<file path="src/rtl/mio_pkg.sv">
// Shared constants and types for the CPU memory/IO bus controller.
package mio_pkg;
  localparam logic [31:0] SEG_ADDR = 32'hE000_0000;
  localparam logic [31:0] IO_ADDR  = 32'hF000_0000;
  localparam logic [31:0] CNT_ADDR = 32'hF000_0004;
  localparam int          WAIT_W   = 4;

  typedef enum logic [2:0] {R_RAM, R_SEG, R_IO, R_CNT, R_ERR} region_t;
  typedef enum logic [1:0] {S_IDLE, S_ACCESS, S_WAIT, S_DONE} state_t;
endpackage

</file>
<file path="src/rtl/mio_sync.sv">
// Two-flop synchronizer for asynchronous board inputs.
module mio_sync #(
  parameter int W = 1
) (
  input  logic         clk,
  input  logic         reset,
  input  logic [W-1:0] d,
  output logic [W-1:0] q
);
  logic [W-1:0] meta;

  always_ff @(posedge clk or posedge reset)
    if (reset) {q, meta} <= '0;
    else       {q, meta} <= {meta, d};
endmodule

</file>
<file path="src/rtl/mio_bus.sv">
// Memory/IO bus controller: decodes CPU word requests to RAM or peripheral
// registers and returns the Moore-style mio_ready handshake.
module mio_bus
  import mio_pkg::*;
#(
  parameter int RAM_AW   = 10,
  parameter int RAM_WAIT = 1
) (
  input  logic              clk,
  input  logic              reset,
  input  logic [31:0]       cpu_addr,
  input  logic [31:0]       cpu_wdata,
  input  logic              mem_read,
  input  logic              mem_write,
  input  logic              cpu_mio,
  output logic              mio_ready,
  output logic [31:0]       cpu_rdata,
  output logic              bus_err,
  output logic [RAM_AW-1:0] ram_addr,
  output logic [31:0]       ram_din,
  output logic              ram_we,
  input  logic [31:0]       ram_dout,
  input  logic [15:0]       sw_in,
  input  logic [3:0]        btn_in,
  output logic [15:0]       led_out,
  output logic [31:0]       seg_out
);
  state_t             state;
  region_t            region, region_q;
  logic               is_wr;
  logic [WAIT_W-1:0]  wcnt;
  logic [31:0]        count;
  logic               cnt_load;
  logic [15:0]        sw_sync;
  logic [3:0]         btn_sync;
  logic               unused_addr;

  assign unused_addr = ^cpu_addr[1:0];

  mio_sync #(.W(16)) u_sw  (.clk(clk), .reset(reset), .d(sw_in),  .q(sw_sync));
  mio_sync #(.W(4))  u_btn (.clk(clk), .reset(reset), .d(btn_in), .q(btn_sync));

  // A request with both directions set is treated as an error access.
  always_comb begin
    region = R_ERR;
    if (mem_read & mem_write)                        region = R_ERR;
    else if (cpu_addr[31:RAM_AW+2] == '0)            region = R_RAM;
    else if (cpu_addr[31:2] == SEG_ADDR[31:2])       region = R_SEG;
    else if (cpu_addr[31:2] == IO_ADDR[31:2])        region = R_IO;
    else if (cpu_addr[31:2] == CNT_ADDR[31:2])       region = R_CNT;
  end

  assign cnt_load = (state == S_ACCESS) && is_wr && (region_q == R_CNT);

  always_ff @(posedge clk or posedge reset)
    if (reset)         count <= '0;
    else if (cnt_load) count <= ram_din;
    else               count <= count + 32'd1;

  // ram_din doubles as the latched write data for peripheral writes.
  always_ff @(posedge clk or posedge reset)
    if (reset) begin
      state     <= S_IDLE;
      mio_ready <= 1'b0;
      cpu_rdata <= '0;
      bus_err   <= 1'b0;
      ram_addr  <= '0;
      ram_din   <= '0;
      ram_we    <= 1'b0;
      led_out   <= '0;
      seg_out   <= '0;
      region_q  <= R_ERR;
      is_wr     <= 1'b0;
      wcnt      <= '0;
    end else begin
      case (state)
        S_IDLE:
          if (cpu_mio & (mem_read | mem_write)) begin
            region_q <= region;
            is_wr    <= mem_write & ~mem_read;
            ram_addr <= cpu_addr[RAM_AW+1:2];
            ram_din  <= cpu_wdata;
            ram_we   <= (region == R_RAM) & mem_write & ~mem_read;
            state    <= S_ACCESS;
          end
        S_ACCESS: begin
          ram_we <= 1'b0;
          if (region_q == R_ERR) bus_err <= 1'b1;
          if (is_wr) begin
            case (region_q)
              R_SEG:   seg_out <= ram_din;
              R_IO:    led_out <= ram_din[15:0];
              default: ;
            endcase
          end else begin
            case (region_q)
              R_SEG:   cpu_rdata <= seg_out;
              R_IO:    cpu_rdata <= {12'b0, btn_sync, sw_sync};
              R_CNT:   cpu_rdata <= count;
              R_ERR:   cpu_rdata <= '0;
              default: ;
            endcase
          end
          if (!is_wr && region_q == R_RAM) begin
            wcnt  <= WAIT_W'(RAM_WAIT);
            state <= S_WAIT;
          end else begin
            mio_ready <= 1'b1;
            state     <= S_DONE;
          end
        end
        S_WAIT:
          if (wcnt == WAIT_W'(1)) begin
            cpu_rdata <= ram_dout;
            mio_ready <= 1'b1;
            state     <= S_DONE;
          end else begin
            wcnt <= wcnt - WAIT_W'(1);
          end
        S_DONE:
          if (!cpu_mio) begin
            mio_ready <= 1'b0;
            state     <= S_IDLE;
          end
        default: state <= S_IDLE;
      endcase
    end
endmodule

</file>
<file path="config.mk">
export PLATFORM = sky130hd
export DESIGN_NAME = mio_bus
export DESIGN_NICKNAME = d
export VERILOG_FILES = /design/src/rtl/mio_pkg.sv /design/src/rtl/mio_sync.sv /design/src/rtl/mio_bus.sv
export SDC_FILE = /design/constraint.sdc
export NUM_CORES = 1
export LEC_CHECK = 0
export BUFFER_PORTS_ARGS = -buffer_cell sky130_fd_sc_hd__buf_2
export CAP_MARGIN = 20
export CORE_MARGIN = 3
export CORE_UTILIZATION = 54
export CTS_BUF_LIST = sky130_fd_sc_hd__clkbuf_2 sky130_fd_sc_hd__clkbuf_4 sky130_fd_sc_hd__clkbuf_8
export DETAILED_ROUTE_END_ITERATION = 7
export PLACE_DENSITY = 0.82
export SYNTH_ARGS = -nofsm -noshare
export SYNTH_HDL_FRONTEND = slang
export SYNTH_SLANG_ARGS = --single-unit
</file>
<file path="constraint.sdc">
create_clock -name clk -period 6.55 [get_ports clk]
set_input_delay 0.3275 -clock clk [delete_from_list [all_inputs] [get_ports clk]]
set_output_delay 0.3275 -clock clk [all_outputs]
set_load 0.1 [all_outputs]
</file>
==> metrics.cfg <==
[drt]
drt.antenna.violating_nets=0
num_vias=7137
drc=0
first_pass_iters=5
routedWlPerCell_um=18.7
drtIter0Drc=398
viasPerCell=5.63
wl_um=23700

[power_and_ir_drop]
power_mw=5.73
pwr-share-comb_pct=48.9
power.share.switching_pct=52.7
internal_power_mw=2.71
powerDensity_nw_per_um2=508
ir_worst_vdd_uv=412
seqPwrFrac_pct=30.9
leakage_nw=5.45
power_frac_clock_pct=20.1
p_sw_mw=3.02

[final_layout]
drive_gt1_share_pct=42.1
final_cells=1268
nNetsFinal=1159
final_common_cell=buf_2
utilization_pct=70.0
areaGrowthSynthToFinish_pct=25.2
mostFrequentLayoutCells=buf_2 (243), dfrtp_1 (206), mux2_2 (121)
n_antenna_cell=0

[setup_path]
rr_worst_depth=5
crit_path_end_kind=flip-flop
cp.required_ps=6930
r2r_slack_ps=3230
start_kind=flip-flop
r2r-start=region_q[1]$_DFFE_PP0P_
worst_ep_arrival_time_ps=3690
path_class=flip-flop to flip-flop
cp_max_fo=32
r2r_end=cpu_rdata[26]$_DFFE_PP0P_

[cts]
clk_pin_slew_ps=60
clock_tree.buffer_depth=3
clock_latency_ps=520
root_buffer=clkbuf_8
cts-htree-levels=2
cts_tree=built
cts_sinks=207
cts_setup_buffers=0
cts_inserted_buffers=35
cts_resized=0

[synth]
yosysUniqueCellTypes=56
syn_inst=769
postSynthAreaPerCell_sq_um=11.7
synth.net_count=897
ys_ff_latch=207
async_flop_share_pct=100
synth_ff_type=dfrtp_1
synth_edf_count=0
netlist_area_sq_um=9010
yosys_warnings=0
ys_seq_area_share_pct=57.5

[run_status]
status=complete, no violations

[floorplan]
start_util_pct=55.9
fp.dieH_um=135
rows=46
die_area_sq_um=18300
pin_count=246
die_w_um=135
core_sq_um=16100

[sta]
max_slew.worst_pin.slew_ps=1130
max_freq_ghz=0.302
clock_skew_ps=21.5
finalSetupViolations=0
fin_crit_ps=3320
setup_slack_ps=3230
post-route-period-util_pct=50.6
final-hold-violation-count=0
slew_viol_final=0
max_slew_margin_pct=25.0
grt_setup_unrepaired=no
fin_setup_tns_ps=0

[min_path]
hold_class=input port to asynchronous set/reset pin

[placement]
dpl_worst_slack_ps=3280
hpwlAfterDp_um=15600
place.gp.congestion=0.826
place_inst=1190
io_buffers=243

[grt]
antenna_found_initial=0
grt_max_degree=140
grt_pass1_vias=7205
overflow=0
grt_pass1_wl_um=37200
grtUsageTotal_pct=25.8

[job]
maxCapViolations=0

cell type report:
type                    count  area (sq um)
flip-flops and latches    207          5180
inverters                  12          52.6
multi-input cells         503          3600
clock buffers              49           618
clock inverters             9          80.1
repair buffers            272          1480
well taps                 216           270
fillers                  1178          4830
synthesized netlist by cell type (4+ instances only):
master    count  area (sq um)
dfrtp_1     206          5150
mux2_2      121          1360
a21oi_1      90           450
nor2_1       55           206
nand2_1      29           109
nor3_1       29           145
clkbuf_1     28           105
o22ai_1      21           131
o21ai_0      19          95.1
xnor2_1      19           166
nand3_1      17          85.1
a22oi_1      13          97.6
inv_1        12          45.0
nor4_1       12          75.1
buf_2        11          55.1
xor2_1       11          96.3
ha_1          7          87.6
nand4_1       6          37.5
and3_1        5          31.3
buf_1         5          18.8
nand2b_1      4          25.0
o41ai_1       4          35.0
logic make-up (layout without fill, tap and decap cells):
logic type / Yosys count / count (layout) / synth area share [%]
buf+inv: 59 / 342 / 2.82
simple gates: 180 / 180 / 9.95
flops: 207 / 207 / 57.5
mux: 124 / 124 / 15.5
fa+ha+maj: 7 / 7 / 0.972
compound gates: 162 / 162 / 10.4
xor+xnor: 30 / 30 / 2.92
what timing repair did:
item,CTS,global route
endpoints found under the hold margin,20,0
endpoints found under the setup margin,0,0
hold buffers,20,0
flip-flops by register name, indices dropped and copies added (netlist names), 3 cells and up:
name,cells
led_out,16
wcnt,4
seg_out,32
u_sw.q,16
u_sw.meta,16
count,32
ram_addr,10
ram_din,32
u_btn.meta,4
region_q,3
cpu_rdata,32
u_btn.q,4
critical path, stage by stage (launching register included):
cell and delay (ps):
dfrtp_1 1090, or3_1 220, nand3b_1 120, a211oi_4 830, buf_4 500, mux2_2 390
worst max-delay path by stage:
| stage | startpoint | end | slack [ps] | depth (start not counted) |
|---|---|---|---|---|
| 6_report | region_q[1]$_DFFE_PP0P_ | cpu_rdata[26]$_DFFE_PP0P_ | 3230 | 5 |
| 5_1_grt | region_q[1]$_DFFE_PP0P_ | cpu_rdata[26]$_DFFE_PP0P_ | 3040 | 5 |
| 4_1_cts | region_q[1]$_DFFE_PP0P_ | cpu_rdata[26]$_DFFE_PP0P_ | 3250 | 5 |
| 3_5_place_dp | region_q[1]$_DFFE_PP0P_ | cpu_rdata[20]$_DFFE_PP0P_ | 3280 | 5 |
| 3_3_place_gp | region_q[1]$_DFFE_PP0P_ | cpu_rdata[20]$_DFFE_PP0P_ | 3370 | 5 |
| 2_1_floorplan | reset | bus_err$_DFFE_PP0P_ | 570 | 1 |
per-stage QoR:
step                      area, sq um  hold WS, ps
after floorplan                  9010          331
after global placement          10400          331
after detailed placement        10400          335
after CTS                       11300         20.6
after global routing            11300         19.7
final                           11300         44.3
per-layer routing:
layer  part of all wire [%]  global-route usage [%]  vias up
li1                       -                       -     3303
met5                      0                       0        -
met1                     41                    33.4     3513
met3                    7.4                    5.72       41
met4                    2.4                    9.52        0
met2                     49                    42.9      280
power by group through the flow:
stage	clock network [mW]	registers (mW)	logic (mW)
after floorplan	0	3.41	0.633
after global placement	0	1.78	2.74
after detailed placement	0	1.79	2.79
after CTS	1.18	1.77	2.81
after global routing	1.24	1.81	2.92
final	1.15	1.77	2.80
Note: power is estimated with default switching activity, not from simulation.
